<file path="src/rtl/sample_stream_tx_pkg.sv">
// rtl/sample_stream_tx_pkg.sv - shared widths, mode encodings and helpers for sample_stream_tx
package sample_stream_tx_pkg;

  localparam int NB_DATA_DEF = 14;

  typedef enum logic {
    MODE_HOLD   = 1'b0,
    MODE_ZSTUFF = 1'b1
  } mode_e;

  // What the output stage does on a given cycle
  typedef enum logic [1:0] {
    ACT_IDLE      = 2'd0,
    ACT_LOAD      = 2'd1,
    ACT_INTERP    = 2'd2,
    ACT_UNDERFLOW = 2'd3
  } tick_act_e;

  function automatic int clog2(input int value);
    int r;
    r = 0;
    while ((1 << r) < value) begin
      r = r + 1;
    end
    return r;
  endfunction

endpackage

</file>
<file path="src/rtl/sample_stream_tx_sync_fifo.sv">
// rtl/sample_stream_tx_sync_fifo.sv - single-clock FIFO with push/pop, full/empty and occupancy
module sync_fifo
  import sample_stream_tx_pkg::*;
#(
  parameter int WIDTH = NB_DATA_DEF,
  parameter int DEPTH = 4
) (
  input  logic                    clk,
  input  logic                    i_rst_n,
  input  logic                    i_push,
  input  logic [WIDTH-1:0]        i_data,
  input  logic                    i_pop,
  output logic [WIDTH-1:0]        o_data,
  output logic                    o_full,
  output logic                    o_empty,
  output logic [clog2(DEPTH):0]   o_level
);

  localparam int AW = clog2(DEPTH);
  localparam logic [AW:0] FULL_LVL = (AW+1)'(DEPTH);

  logic [WIDTH-1:0] mem [DEPTH];
  logic [AW-1:0]    wr_ptr;
  logic [AW-1:0]    rd_ptr;
  logic [AW:0]      count;
  logic             push_ok;
  logic             pop_ok;

  // Guarding here keeps the FIFO safe even if a caller ignores full/empty
  assign push_ok = i_push && !o_full;
  assign pop_ok  = i_pop && !o_empty;

  assign o_full  = (count == FULL_LVL);
  assign o_empty = (count == '0);
  assign o_level = count;
  assign o_data  = mem[rd_ptr];

  always_ff @(posedge clk) begin
    if (push_ok) begin
      mem[wr_ptr] <= i_data;
    end
  end

  always_ff @(posedge clk or negedge i_rst_n) begin
    if (!i_rst_n) begin
      wr_ptr <= '0;
      rd_ptr <= '0;
      count  <= '0;
    end else begin
      if (push_ok) begin
        wr_ptr <= wr_ptr + AW'(1);
      end
      if (pop_ok) begin
        rd_ptr <= rd_ptr + AW'(1);
      end
      case ({push_ok, pop_ok})
        2'b10:   count <= count + (AW+1)'(1);
        2'b01:   count <= count - (AW+1)'(1);
        default: count <= count;
      endcase
    end
  end

endmodule

</file>
<file path="src/rtl/sample_stream_tx.sv">
// rtl/sample_stream_tx.sv - FIFO-buffered sample source with tick divider and hold/zero-stuff interpolation
module sample_stream_tx
  import sample_stream_tx_pkg::*;
#(
  parameter int NB_DATA    = NB_DATA_DEF,
  parameter int FIFO_DEPTH = 4,
  parameter int NB_DIV     = 8
) (
  input  logic                          clk,
  input  logic                          i_rst_n,
  input  logic [NB_DATA-1:0]            i_data,
  input  logic                          i_valid,
  output logic                          o_ready,
  input  logic [NB_DIV-1:0]             i_div,
  input  logic [1:0]                    i_interp,
  input  logic                          i_mode,
  output logic [NB_DATA-1:0]            o_data,
  output logic                          o_en,
  output logic                          o_underflow,
  output logic [clog2(FIFO_DEPTH):0]    o_level
);

  logic [NB_DATA-1:0] fifo_head;
  logic               fifo_full;
  logic               fifo_empty;
  logic               push;
  logic               pop;

  logic [NB_DIV-1:0]  div_cnt;
  logic               tick;
  logic [1:0]         phase;
  logic [1:0]         phase_eff;
  logic [1:0]         phase_nxt;
  logic [NB_DATA-1:0] hold_q;
  tick_act_e          act;
  mode_e              mode;

  assign push    = i_valid && !fifo_full;
  assign o_ready = !fifo_full;
  assign mode    = mode_e'(i_mode);

  sync_fifo #(
    .WIDTH (NB_DATA),
    .DEPTH (FIFO_DEPTH)
  ) u_fifo (
    .clk     (clk),
    .i_rst_n (i_rst_n),
    .i_push  (push),
    .i_data  (i_data),
    .i_pop   (pop),
    .o_data  (fifo_head),
    .o_full  (fifo_full),
    .o_empty (fifo_empty),
    .o_level (o_level)
  );

  // >= rather than == so a smaller i_div takes effect without wrapping
  assign tick = (div_cnt >= i_div);

  // A phase beyond the current factor restarts the cycle on this tick
  assign phase_eff = (phase > i_interp) ? 2'd0 : phase;

  always_comb begin
    act       = ACT_IDLE;
    phase_nxt = phase;
    if (tick) begin
      if (phase_eff != 2'd0) begin
        act = ACT_INTERP;
      end else if (fifo_empty) begin
        act = ACT_UNDERFLOW;
      end else begin
        act = ACT_LOAD;
      end
      if (act == ACT_UNDERFLOW || phase_eff == i_interp) begin
        phase_nxt = 2'd0;
      end else begin
        phase_nxt = phase_eff + 2'd1;
      end
    end
  end

  // Emptiness is the registered occupancy, so a same-cycle push cannot be popped
  assign pop = (act == ACT_LOAD);

  always_ff @(posedge clk or negedge i_rst_n) begin
    if (!i_rst_n) begin
      div_cnt     <= '0;
      phase       <= 2'd0;
      hold_q      <= '0;
      o_data      <= '0;
      o_en        <= 1'b0;
      o_underflow <= 1'b0;
    end else begin
      div_cnt     <= tick ? '0 : div_cnt + NB_DIV'(1);
      phase       <= phase_nxt;
      o_en        <= 1'b0;
      o_underflow <= 1'b0;
      case (act)
        ACT_LOAD: begin
          hold_q <= fifo_head;
          o_data <= fifo_head;
          o_en   <= 1'b1;
        end
        ACT_INTERP: begin
          o_data <= (mode == MODE_ZSTUFF) ? '0 : hold_q;
          o_en   <= 1'b1;
        end
        ACT_UNDERFLOW: begin
          o_underflow <= 1'b1;
        end
        default: begin
        end
      endcase
    end
  end

endmodule

</file>
<file path="config.mk">
export PLATFORM = sky130hd
export DESIGN_NAME = sample_stream_tx
export DESIGN_NICKNAME = d
export VERILOG_FILES = /design/src/rtl/sample_stream_tx_pkg.sv /design/src/rtl/sample_stream_tx_sync_fifo.sv /design/src/rtl/sample_stream_tx.sv
export SDC_FILE = /design/constraint.sdc
export NUM_CORES = 1
export LEC_CHECK = 0
export BUFFER_PORTS_ARGS = -buffer_cell sky130_fd_sc_hd__clkbuf_2
export CAP_MARGIN = 0
export CORE_MARGIN = 1
export CORE_UTILIZATION = 53
export CTS_CLUSTER_SIZE = 14
export DETAILED_ROUTE_END_ITERATION = 16
export PLACE_DENSITY = 0.76
export REMOVE_ABC_BUFFERS = 1
export SKIP_LAST_GASP = 1
export SYNTH_ARGS = -nofsm -noshare
export SYNTH_HDL_FRONTEND = slang
export SYNTH_SLANG_ARGS = --single-unit
</file>
<file path="constraint.sdc">
create_clock -name clk -period 2.9 [get_ports clk]
set_input_delay 0.29 -clock clk [delete_from_list [all_inputs] [get_ports clk]]
set_output_delay 0.29 -clock clk [all_outputs]
set_load 0.02 [all_outputs]
</file>
Yosys cells after proc, flatten, opt, wreduce, memory -nomap -nowiden. Memories as Yosys holds them, arrays and structs flattened. Index checks and enable logic that the tools add are counted.

Add/subtract/negate cells: 6. Order comparisons: 2. Equal/unequal tests: 8. Muxes and demuxes: 14. Reduce and logical (&&, ||, !) cells: 11.

Operators with widths (count): $pmux 14 s2 (1); $mux 14 (1); $mux 2 (6); $add 8x1->8 const B (1); $eq 2x2->1 const B (4); $ge 8x8->1 (1); $mux 8 (1); $add 2x1->2 const B (3); $pmux 3 s2 (1); $reduce_bool 2->1 (3); $eq 2x1->1 const B (2); $mux 1 (4); $add 3x1->3 const B (1); $eq 3x3->1 const B (1); $logic_and 1x1->1 (3); $logic_not 3->1 (1); $sub 3x1->3 const B (1); $eq 2x2->1 (1); $gt 2x2->1 (1); $logic_not 1->1 (2); $reduce_or 2->1 (1); $logic_or 1x1->1 (1).

Bits in registers: 47. RAM bits: 56. Input bits: 28. Logic and storage cells: 51. Memories: 1.

Memory list: u_fifo.mem (depth 4, width 14, rd ports 1, clocked after Yosys merged registers in 0, write ports 1, RTL line sample_stream_tx_sync_fifo.sv:22) `logic [WIDTH-1:0] mem [DEPTH];`.

Longest topological paths before layout. Gate-level depths: netlist of the first run.

Depth after elaboration: 10. Mapped depth: 17. Gate-level depth less buffers: 15.

Modules after synthesis. A second synthesis of the first run with hierarchy kept.

Cells, all modules: 307. Area total of the unflattened synthesis: 4529.3 sq um.

By module, submodules not included: sync_fifo (instances 1, cells an instance 110, area each 2481.1 sq um, seq. area each 1856.8 sq um); sample_stream_tx (instances 1, cells an instance 197, area each 2048.2 sq um, seq. area each 1001.0 sq um).

Worst setup path before layout of the first run. OpenSTA, ideal clock, no wires.

Kind: reg2reg. Start: reg div_cnt[0]. End: reg u_fifo.count[2], in the netlist u_fifo.o_level[2]. Library setup time: 80 ps. Arrival time: 3088 ps. Setup slack: -268 ps. Cell stages (with the launch flop): 18. Path buffers: 2. Clock period less this slack: 3168 ps. Cell sequence: dfrtp_1 > inv_1 > ha_1 > nand2b_1 > a211o_1 > a21oi_1 > o21ai_1 > buf_2 > nand2_1 > ha_1 > clkbuf_1 > and2_1 > ha_1 > inv_1 > fa_1 > xor2_1 > nor2_1 > xor2_1.

Longest elaborated chain between the ends: 6.

Ends and longest elaborated chain: start: declaration (RTL line sample_stream_tx.sv:29) `logic [NB_DIV-1:0] div_cnt;`; start signal: assignment (RTL line sample_stream_tx.sv:94) `div_cnt <= tick ? '0 : div_cnt + NB_DIV'(1);`; $ge 8x8->1 * (RTL line sample_stream_tx.sv:58) `assign tick = (div_cnt >= i_div);`; $mux 2 * (RTL line sample_stream_tx.sv:66) `if (tick) begin`; $eq 2x1->1 * (RTL line sample_stream_tx.sv:83) `assign pop = (act == ACT_LOAD);`; $logic_and 1x1->1 * (RTL line sample_stream_tx_sync_fifo.sv:31) `assign pop_ok = i_pop && !o_empty;`; net u_fifo.pop_ok (RTL line sample_stream_tx_sync_fifo.sv:27) `logic pop_ok;`; $eq 2x1->1 or $eq 2x2->1 (tied branches) (RTL line sample_stream_tx_sync_fifo.sv:56) `case ({push_ok, pop_ok})`; $pmux 3 s2 or $reduce_bool 2->1 (tied branches); end signal: assignment (RTL line sample_stream_tx_sync_fifo.sv:57) `2'b10: count <= count + (AW+1)'(1);`; end signal: assignment (RTL line sample_stream_tx_sync_fifo.sv:58) `2'b01: count <= count - (AW+1)'(1);`; end signal: assignment (RTL line sample_stream_tx_sync_fifo.sv:59) `default: count <= count;`; end: declaration (RTL line sample_stream_tx_sync_fifo.sv:25) `logic [AW:0] count;`.

Mark *: on every way through the listed nets, which the timed path passes. The rest lies on a longest branch. A chain may end at the register's enable or synchronous reset.

Worst setup path after layout of the first run. Same ends and word-level chain as after synthesis.

==> impl_metrics.json, run 1 <==
{
  "outcome": "finished, final reports clean",
  "grt_pass1_vias": 2455,
  "tritoncts.num_buffers": 9,
  "path_max_fanout": 6,
  "synth_seq_cells": 103,
  "worst_slew_pin_slew_ns": 0.758,
  "achievable-frequency_ghz": 0.355,
  "min_path_type": "in -> reg",
  "worst_slack_ns": 0.0841,
  "hpwl_reported_at_the_end_of_detailed_placement_um": 5100,
  "clk-insertion-delay-late_ns": 0.37,
  "syn_inst": 296,
  "grt_util_all_layers_pct": 18.5,
  "fraction_of_layout_instances_using_a_drive_strength_above_1_pct": 32.4,
  "yosys_warnings": 0,
  "synth_sequential_area_ratio_pct": 63.6,
  "dp_slack_ns": -0.255,
  "design.die.area_sq_um": 8850,
  "first_pass_iters": 4,
  "power.ir.vdd_worst_uv": 380,
  "power_per_cell_area_nw_per_um2": 988,
  "mostFrequentLayoutCell": "sky130_fd_sc_hd__edfxtp_1",
  "cts_tree": "built",
  "cts-htree-levels": 3,
  "worstPathArrival_ns": 3.11,
  "route.detailed.vias_per_inst": 5.34,
  "synth.avg_cell_area_sq_um": 15.2,
  "finish.instance_area_sq_um": 5170,
  "p_leak_nw": 2.22,
  "dieWidth_um": 94.1,
  "most-common-layout-cells": "sky130_fd_sc_hd__edfxtp_1, sky130_fd_sc_hd__dfrtp_1, sky130_fd_sc_hd__clkbuf_2",
  "antennaDiodeCount": 0,
  "drt_iter0_drc": 107,
  "drt-wirelength-per-cell_um": 15.8,
  "initial_core_util_pct": 54.7,
  "coreArea_sq_um": 8220,
  "numClockSinks": 103,
  "dr_total_vias": 2519,
  "grt_first_pass_wirelength_um": 12000,
  "io_buffers": 47,
  "synth_largest_area_cell": "sky130_fd_sc_hd__edfxtp_1",
  "worstSetupEndpointType": "flip-flop",
  "fin_tns_setup_ns": 0,
  "numPlacedInstances": 453,
  "num_rows": 33,
  "final_net_count": 411,
  "cap_violations": 0,
  "top_flip_flop_cell_by_instance_count_after_synthesis": "sky130_fd_sc_hd__edfxtp_1",
  "synth.top_cells.by_area": "sky130_fd_sc_hd__edfxtp_1, sky130_fd_sc_hd__dfrtp_1, sky130_fd_sc_hd__ha_1",
  "setup.worst_path.class": "reg -> reg",
  "synth_enable_flop_cells": 56,
  "syn2layout_area_growth_pct": 15.2,
  "drc": 0,
  "die_height_um": 94.1,
  "cts_root_buffer": "sky130_fd_sc_hd__clkbuf_8",
  "slew_headroom_pct": 49.5,
  "synthArstFlopShare_pct": 45.6,
  "synth.lib_cells_used.distinct": 37,
  "layout.cells.non_filler": 472,
  "grt_remaining_overflow": 0,
  "timing_max_transition_violations_final": 0,
  "worst_setup_path_start_kind": "flip-flop",
  "finalSetupViolations": 0,
  "grt_max_degree": 28,
  "routed_wirelength_um": 7440,
  "place_congestion": 0.737,
  "hold_violations": 0,
  "mappedNetlistArea_sq_um": 4490,
  "post-route-period-util_pct": 97.1,
  "fin_skew_ns": 0.0150,
  "worst-endpoint-required_ns": 3.20,
  "ctsLongestPathBuffers": 2,
  "synth.top_cell.area_share_pct": 37.4,
  "final_period_minus_worst_setup_slack_ns": 2.82,
  "pin_count": 48,
  "final_antenna_net_count": 0,
  "total_power_mw": 5.11,
  "number_of_antenna_violations_at_the_first_check_in_global_routing": 0,
  "cts.reportedPaths.clkPinSlew_ns": 0.11,
  "rsz_0062_raised_after_global_routing": "true",
  "placement.cell_area_sq_um": 4910
}
-- registers in the layout, indices dropped and copies added, names as in the netlist --
name	cells
u_fifo.mem	56
hold_q	14
o_data	14
div_cnt	8
u_fifo.o_level	3
phase	2
u_fifo.rd_ptr	2
u_fifo.wr_ptr	2
o_en	1
o_underflow	1
-- what timing repair did --
action,4_1_cts,5_1_grt
gates resized for setup,4,8
endpoints found under the setup margin,15,12
hold endpoints to repair,25,0
hold buffers,1,0
pin swaps,0,4
setup buffers,1,1
-- worst paths after layout --
check	start	endpoint	slack [ns]	cells past startpoint
max	div_cnt[0]	u_fifo.o_level[2]	0.08	15
min	i_data[9]	u_fifo.mem[1][9]	0.14	1
max reg2reg	div_cnt[0]	u_fifo.o_level[2]	0.08	15
min reg2reg	hold_q[13]	hold_q[13]	0.52	1
max in group asynchronous	i_rst_n	hold_q[7]	1.66	3
min in group asynchronous	i_rst_n	o_underflow	0.48	2
-- per-layer routing --
layer	global-route usage [%]	wire [um]	part of all wire, %
met5	0	0	0
met4	7.82	125	1.7
met3	2.99	261	3.5
met2	29.5	3550	48
met1	25.3	3510	47
-- cells by family (layout without fill, tap and decap cells) --
group | Yosys count | after routing | synth area share, %
muxes | 30 | 30 | 11.5
buffers and inverters | 43 | 114 | 4.46
DFF | 103 | 103 | 63.6
AOI/OAI and AO/OA | 39 | 39 | 6.69
and+or+nand+nor | 46 | 46 | 5.01
adders and majority gates | 21 | 21 | 6.02
xor gates and xnor gates | 14 | 14 | 2.73
-- synth_stat cells, types with 2 or more instances --
library cell and n:
sky130_fd_sc_hd__edfxtp_1 56, sky130_fd_sc_hd__and2_1 4, sky130_fd_sc_hd__xnor2_1 6, sky130_fd_sc_hd__nor2_1 12, sky130_fd_sc_hd__buf_2 4, sky130_fd_sc_hd__mux4_1 6
sky130_fd_sc_hd__dfrtp_1 47, sky130_fd_sc_hd__o31a_1 2, sky130_fd_sc_hd__xor2_1 8, sky130_fd_sc_hd__ha_1 20, sky130_fd_sc_hd__a221oi_1 6, sky130_fd_sc_hd__mux2_2 14
sky130_fd_sc_hd__nand3_1 8, sky130_fd_sc_hd__inv_1 32, sky130_fd_sc_hd__a221oi_2 6, sky130_fd_sc_hd__clkbuf_1 4, sky130_fd_sc_hd__nand3b_1 2, sky130_fd_sc_hd__nand2_1 10
sky130_fd_sc_hd__a21oi_1 15, sky130_fd_sc_hd__o21ai_0 3, sky130_fd_sc_hd__mux2i_1 2, sky130_fd_sc_hd__and3_1 6, sky130_fd_sc_hd__mux4_2 8, sky130_fd_sc_hd__o211ai_1 2
-- cell type report --
cell class,instances,area [sq um]
repair buffers,66,393
well taps,105,131
fillers,593,3040
inverters,32,120
clock buffers,9,124
multi-input cells,150,1470
flip-flops and latches,103,2860
clock inverters,7,72.6
-- where the power goes --
part           switching [mW]  internal (mW)
registers               0.304           2.02
clock network           0.538          0.341
logic                    1.00          0.900
total                    1.85           3.26
-- critical path, stage by stage, from the launching register on --
cell	delay, ns
sky130_fd_sc_hd__dfrtp_1	0.36
sky130_fd_sc_hd__inv_1	0.05
sky130_fd_sc_hd__ha_1	0.25
sky130_fd_sc_hd__nand2b_1	0.14
sky130_fd_sc_hd__a211o_1	0.27
sky130_fd_sc_hd__a21oi_2	0.19
sky130_fd_sc_hd__o21ai_4	0.12
sky130_fd_sc_hd__nand2_2	0.08
sky130_fd_sc_hd__ha_2	0.17
sky130_fd_sc_hd__and2_4	0.14
sky130_fd_sc_hd__ha_2	0.18
sky130_fd_sc_hd__inv_1	0.05
sky130_fd_sc_hd__fa_2	0.33
sky130_fd_sc_hd__xor2_1	0.14
sky130_fd_sc_hd__nor2_1	0.12
sky130_fd_sc_hd__xor2_1	0.14
-- stage by stage --
step           utilization (%)  hold slack [ns]
2_1_floorplan                -         -0.00559
3_3_place_gp              59.8            0.360
3_5_place_dp              59.8            0.356
4_1_cts                   62.5            0.124
5_1_grt                   63.0            0.134
6_report                  63.0            0.144
Power figures use the tool's default switching activity.
==> inputs of run 2 (changes only) <==
--- a/config.mk
+++ b/config.mk
@@ -12,6 +12,7 @@
 export CTS_CLUSTER_SIZE = 14
 export DETAILED_ROUTE_END_ITERATION = 16
 export PLACE_DENSITY = 0.76
+export RECOVER_POWER = 100
 export REMOVE_ABC_BUFFERS = 1
 export SKIP_LAST_GASP = 1
 export SYNTH_ARGS = -nofsm -noshare
==> run 2 against run 1 <==
Net effect:
- hold slack improved by 0.038 ns
- critical path type unchanged
- global-route usage did not move
- non-clock buffer count did not move
- first-iteration DRC count fell by 13%
- die area did not move
- power fell by 0.68%
- largest cell class unchanged
- sequential share of layout area rose by 0.50 points
- sequential power barely moved
- sequential cell count did not move
- critical path depth did not move
==> impl_metrics.json, run 2 (synthesis gave the netlist of run 1 again) <==
{
  "outcome": "finished, final reports clean",
  "critical_path.n_buffers_inverters": 2,
  "largest_registers": "u_fifo.mem x56, hold_q x14, o_data x14",
  "power.ir.vdd_worst_uv": 378,
  "drt_iter0_drc": 93,
  "ctsLongestPathBuffers": 2,
  "initial_core_util_pct": 54.7,
  "cp_max_delay_cell": "sky130_fd_sc_hd__dfrtp_1",
  "worst_slew_pin_slew_ns": 1.45,
  "antennaDiodeCount": 0,
  "finalCoreUtilization_pct": 62.4,
  "power_per_cell_area_nw_per_um2": 990,
  "final_net_count": 411,
  "num-fill-cells": 612,
  "worstPathArrival_ns": 3.12,
  "finish.instance_area_sq_um": 5130,
  "cts_root_buffer": "sky130_fd_sc_hd__clkbuf_8",
  "total_power_mw": 5.08,
  "reg2reg_setup_slack_ns": 0.08,
  "num_rows": 33,
  "path_max_fanout": 6,
  "io_buffers": 47,
  "final_period_minus_worst_setup_slack_ns": 2.82,
  "post-route-period-util_pct": 97.2,
  "min_path_type": "in -> reg",
  "worst_setup_path_start_kind": "flip-flop",
  "path_cells": "inv_1 > ha_1 > nand2b_1 > a211o_1 > a21oi_2 > o21ai_4 > nand2_2 > ha_2 > and2_4 > ha_2 > inv_1 > fa_2 > xor2_1 > nor2_1 > xor2_1",
  "grt_remaining_overflow": 0,
  "cts_tree": "built",
  "hpwl_reported_at_the_end_of_detailed_placement_um": 5100,
  "largest_reg_flops": 56,
  "achievable-frequency_ghz": 0.355,
  "rsz_0062_raised_after_global_routing": "true",
  "hold_violations": 0,
  "setup.worst_path.class": "reg -> reg",
  "grt_util_all_layers_pct": 18.5,
  "grt_pass1_vias": 2455,
  "worst_path_dominant_cell_family": "adder cells",
  "most-common-layout-cells": "sky130_fd_sc_hd__edfxtp_1, sky130_fd_sc_hd__dfrtp_1, sky130_fd_sc_hd__clkbuf_1",
  "number_of_antenna_violations_at_the_first_check_in_global_routing": 0,
  "placement.cell_area_sq_um": 4910,
  "place_congestion": 0.737,
  "timing_max_transition_violations_final": 0,
  "p_leak_nw": 2.12,
  "worstSetupEndpointType": "flip-flop",
  "numClockSinks": 103,
  "fraction_of_layout_instances_using_a_drive_strength_above_1_pct": 22.9,
  "grt_first_pass_wirelength_um": 12000,
  "cap_violations": 0,
  "cts-htree-levels": 3,
  "final_antenna_net_count": 0,
  "first_pass_iters": 4,
  "routed_wirelength_um": 7530,
  "dr_total_vias": 2538,
  "die_height_um": 94.1,
  "syn2layout_area_growth_pct": 14.1,
  "worst_slack_ns": 0.0825,
  "mostFrequentLayoutCell": "sky130_fd_sc_hd__edfxtp_1",
  "drc": 0,
  "design.die.area_sq_um": 8850,
  "worst-endpoint-required_ns": 3.20,
  "dieWidth_um": 94.1,
  "fin_skew_ns": 0.0160,
  "pin_count": 48,
  "clk-insertion-delay-late_ns": 0.37,
  "biggest_register": "u_fifo.mem",
  "finalSetupViolations": 0,
  "route.detailed.vias_per_inst": 5.38,
  "timing.critical_path.slowest_cell_delay_ns": 0.36,
  "slew_headroom_pct": 3.51,
  "drt-wirelength-per-cell_um": 15.9,
  "dp_slack_ns": -0.255,
  "cts.reportedPaths.clkPinSlew_ns": 0.11,
  "grt_max_degree": 28,
  "coreArea_sq_um": 8220,
  "tritoncts.num_buffers": 9
}
-- run 2: changes by cell type in the layout (fill, tap and decap cells not counted) --
cell and delta:
sky130_fd_sc_hd__buf_4 -1, sky130_fd_sc_hd__clkbuf_1 +35, sky130_fd_sc_hd__clkbuf_2 -34
-- run 2: area by class of cell --
| cell class | instances | area (sq um) | share of cell area (%) |
|---|---|---|---|
| clock buffers | 9 | 124 | 2.42 |
| clock inverters | 7 | 72.6 | 1.42 |
| inverters | 32 | 120 | 2.34 |
| multi-input cells | 150 | 1470 | 28.8 |
| flip-flops and latches | 103 | 2860 | 55.7 |
| well taps | 105 | 131 | 2.56 |
| repair buffers | 66 | 347 | 6.76 |
-- run 2: what timing repair did --
action / CTS / global route
resized for setup: 4 / 8
endpoints found under the setup margin: 15 / 12
endpoints found under the hold margin: 25 / 0
buffers inserted: 1 / 1
hold buffers: 1 / 0
pin swaps: 0 / 4
-- run 2: stage by stage --
| step | cells | TNS, ns | hold WS, ns |
|---|---|---|---|
| after CTS | 471 | 0 | 0.124 |
| after global placement | 453 | -1.76 | 0.360 |
| after detailed placement | 453 | -2.54 | 0.356 |
| after floorplan | 285 | -4.25 | -0.00559 |
| after global routing | 472 | -0.160 | 0.195 |
| final | 472 | 0 | 0.182 |
-- run 2: routing by layer --
| metal | track usage, % | wire length (um) | vias up | part of all wire (%) |
|---|---|---|---|---|
| met3 | 2.99 | 242 | 10 | 3.2 |
| met4 | 7.82 | 125 | 0 | 1.7 |
| met1 | 25.3 | 3590 | 1251 | 48 |
| met5 | 0 | 0 | - | 0 |
| met2 | 29.5 | 3570 | 55 | 47 |
| li1 | - | - | 1222 | - |
-- run 2: final timing paths --
check                      startpoint                end  cells past startpoint
min in group asynchronous     i_rst_n        o_underflow                      2
max in group asynchronous     i_rst_n         div_cnt[6]                      3
max                        div_cnt[0]  u_fifo.o_level[2]                     15
min                         i_data[9]   u_fifo.mem[1][9]                      1
min reg2reg                hold_q[11]         hold_q[11]                      1
max reg2reg                div_cnt[0]  u_fifo.o_level[2]                     15
-- run 2: where the power goes --
part / internal [mW] / switching [mW] / leakage, nW
logic: 0.864 / 1.01 / 0.934
registers: 2.02 / 0.303 / 1.08
clock network: 0.341 / 0.537 / 0.102
total: 3.23 / 1.85 / 2.12
-- run 2: worst register-to-register path: stages (launching register included) --
cell                       delay [ns]
sky130_fd_sc_hd__dfrtp_1         0.36
sky130_fd_sc_hd__inv_1           0.05
sky130_fd_sc_hd__ha_1            0.25
sky130_fd_sc_hd__nand2b_1        0.14
sky130_fd_sc_hd__a211o_1         0.27
sky130_fd_sc_hd__a21oi_2         0.19
sky130_fd_sc_hd__o21ai_4         0.12
sky130_fd_sc_hd__nand2_2         0.08
sky130_fd_sc_hd__ha_2            0.17
sky130_fd_sc_hd__and2_4          0.14
sky130_fd_sc_hd__ha_2            0.18
sky130_fd_sc_hd__inv_1           0.06
sky130_fd_sc_hd__fa_2            0.33
sky130_fd_sc_hd__xor2_1          0.14
sky130_fd_sc_hd__nor2_1          0.12
sky130_fd_sc_hd__xor2_1          0.14
==> inputs of run 3 (changes only) <==
--- a/config.mk
+++ b/config.mk
@@ -13,7 +13,6 @@
 export DETAILED_ROUTE_END_ITERATION = 16
 export PLACE_DENSITY = 0.76
 export RECOVER_POWER = 100
-export REMOVE_ABC_BUFFERS = 1
 export SKIP_LAST_GASP = 1
 export SYNTH_ARGS = -nofsm -noshare
 export SYNTH_HDL_FRONTEND = slang
==> constraint.sdc (replaced) <==
create_clock -name clk -period 2.5 [get_ports clk]
set_input_delay 0.25 -clock clk [delete_from_list [all_inputs] [get_ports clk]]
set_output_delay 0.25 -clock clk [all_outputs]
set_load 0.02 [all_outputs]
==> run 3 against run 2 <==
Net effect:
- the run now ends with setup timing left
- clock power grew 14%
- worst setup slack lost 0.23 ns
- routed wire length grew 8.1%
- largest cell class unchanged
- first-iteration DRC count shrank 16%
==> impl_metrics.json, run 3 (synthesis gave the netlist of run 1 again) <==
{
  "outcome": "finished, violations left",
  "failed_checks": "setup timing",
  "power.ir.vdd_worst_uv": 721,
  "number_of_antenna_violations_at_the_first_check_in_global_routing": 0,
  "power_per_cell_area_nw_per_um2": 1150,
  "fraction_of_layout_instances_using_a_drive_strength_above_1_pct": 30.5,
  "tritoncts.num_buffers": 9,
  "largest_reg_flops": 56,
  "final_period_minus_worst_setup_slack_ns": 2.65,
  "worstSetupEndpointType": "flip-flop",
  "die_height_um": 94.1,
  "swShare_pct": 37.1,
  "drt_iter0_drc": 78,
  "pin_count": 48,
  "fin_skew_ns": 0.0159,
  "cts_tree": "built",
  "path_max_fanout": 4,
  "worst_slack_ns": -0.150,
  "grt_remaining_overflow": 0,
  "cts.reportedPaths.clkPinSlew_ns": 0.11,
  "internal_power_mw": 3.94,
  "timing_max_transition_violations_final": 0,
  "dr_total_vias": 2624,
  "grt_pass1_vias": 2707,
  "drt-wirelength-per-cell_um": 16.5,
  "ctsLongestPathBuffers": 2,
  "power_frac_seq_pct": 43.2,
  "numPlacedInstances": 469,
  "dieWidth_um": 94.1,
  "coreArea_sq_um": 8220,
  "grt_first_pass_wirelength_um": 13100,
  "path_cells": "ha_4 > nor2b_4 > o31a_1 > ha_4 > and2_4 > ha_4 > and2_4 > ha_4 > inv_2 > fa_2 > xor2_1 > nor2_1 > xor2_1",
  "setup.worst_path.class": "reg -> reg",
  "worstPathArrival_ns": 2.95,
  "power.share.combinational_pct": 40.9,
  "power_switching_mw": 2.33,
  "num-fill-cells": 575,
  "mostFrequentLayoutCell": "sky130_fd_sc_hd__edfxtp_1",
  "final_net_count": 431,
  "sequential_standard_cell_area_sq_um": 2860,
  "finalSetupViolations": 2,
  "grt_util_all_layers_pct": 19.9,
  "route.detailed.vias_per_inst": 5.33,
  "cap_violations": 0,
  "achievable-frequency_ghz": 0.377,
  "final_antenna_net_count": 0,
  "timing.critical_path.slowest_cell_delay_ns": 0.43,
  "place_congestion": 0.794,
  "worst_slew_pin_slew_ns": 1.40,
  "design.die.area_sq_um": 8850,
  "synthesis.nets": 345,
  "num_rows": 33,
  "antennaDiodeCount": 0,
  "io_buffers": 47,
  "hold_violations": 0,
  "fin_tns_setup_ns": -0.241,
  "syn2layout_area_growth_pct": 21.2,
  "post-route-period-util_pct": 106,
  "power_frac_clock_pct": 15.9,
  "routed_wirelength_um": 8140,
  "cts-htree-levels": 3,
  "initial_core_util_pct": 54.7,
  "grt_max_degree": 28,
  "slew_headroom_pct": 7.00,
  "layout.cells.non_filler": 492,
  "worst-endpoint-required_ns": 2.80,
  "most-common-layout-cells": "sky130_fd_sc_hd__edfxtp_1, sky130_fd_sc_hd__dfrtp_1, sky130_fd_sc_hd__clkbuf_1",
  "largest_registers": "u_fifo.mem x56, hold_q x14, o_data x14",
  "numClockSinks": 103,
  "min_path_type": "in -> reg",
  "multi_input_comb_area_sq_um": 1650,
  "first_pass_iters": 4,
  "worst_setup_path_start_kind": "flip-flop",
  "p_leak_nw": 2.24,
  "hpwl_reported_at_the_end_of_detailed_placement_um": 5440,
  "clk-insertion-delay-late_ns": 0.38,
  "cp_max_delay_cell": "sky130_fd_sc_hd__dfrtp_1",
  "drc": 0,
  "cts_root_buffer": "sky130_fd_sc_hd__clkbuf_8",
  "biggest_register": "u_fifo.mem",
  "cp_common_cell": "sky130_fd_sc_hd__ha_4",
  "rsz_0062_raised_after_global_routing": "true"
}
[run 3: critical path, delay by kind of cell, from the launching register on]
kind / cells / cell delay, ns
xor+xnor: 2 / 0.29
fa+ha+maj: 5 / 1.05
simple gates: 4 / 0.56
flops: 1 / 0.43
compound gates: 1 / 0.20
buf+inv: 1 / 0.03
[run 3: layout make-up]
| cell class | count | share of cell area [%] |
|---|---|---|
| clock buffers | 9 | 2.28 |
| multi-input cells | 150 | 30.3 |
| clock inverters | 7 | 1.15 |
| well taps | 105 | 2.41 |
| repair buffers | 86 | 9.10 |
| inverters | 32 | 2.21 |
| flip-flops and latches | 103 | 52.5 |
[run 3: metrics by stage]
stage,utilization (%),setup WS (ns),total power [mW],hold slack [ns],cell area (sq um)
after floorplan,-,-0.395,4.28,-0.0456,4570
after global placement,61.7,-0.189,4.92,0.303,5070
after detailed placement,61.7,-0.280,5.03,0.306,5070
after CTS,65.0,-0.151,6.14,0.0829,5340
after global routing,66.2,-0.294,6.68,0.143,5440
final,66.2,-0.150,6.27,0.132,5440
[run 3: per-layer routing]
layer / global-route usage [%] / part of all wire (%) / up-vias
met3: 3.24 / 2.9 / 11
met4: 8.85 / 1.8 / 0
met1: 26.1 / 46 / 1306
met5: 0 / 0 / -
met2: 32.8 / 49 / 50
li1: - / - / 1257
[run 3: repair_timing]
| item | 4_1_cts | 5_1_grt |
|---|---|---|
| setup buffers | 0 | 6 |
| setup endpoints to repair | 15 | 16 |
| resized for setup | 15 | 17 |
| pin swaps | 9 | 4 |
| endpoints found under the hold margin | 25 | 0 |
| hold buffers | 1 | 0 |
[run 3: path summary, 6_finish.rpt]
| kind | from | end | slack (ns) | depth (start not counted) |
|---|---|---|---|---|
| worst max-delay path | phase[1] | u_fifo.o_level[2] | -0.15 | 13 |
| worst min-delay path | i_data[7] | u_fifo.mem[2][7] | 0.13 | 1 |
| worst max register to register | phase[1] | u_fifo.o_level[2] | -0.15 | 13 |
| worst min register to register | hold_q[12] | hold_q[12] | 0.52 | 1 |
| max in group asynchronous | i_rst_n | u_fifo.o_level[2] | 0.67 | 3 |
| min in group asynchronous | i_rst_n | o_data[13] | 0.72 | 2 |
[run 3: power groups by stage]
stage | registers (mW) | logic (mW) | clock network [mW]
floorplan | 2.78 | 1.49 | 0
global placement | 2.69 | 2.23 | 0
detailed placement | 2.72 | 2.31 | 0
CTS | 2.70 | 2.42 | 1.02
global route | 2.78 | 2.82 | 1.09
finish | 2.71 | 2.56 | 1.00
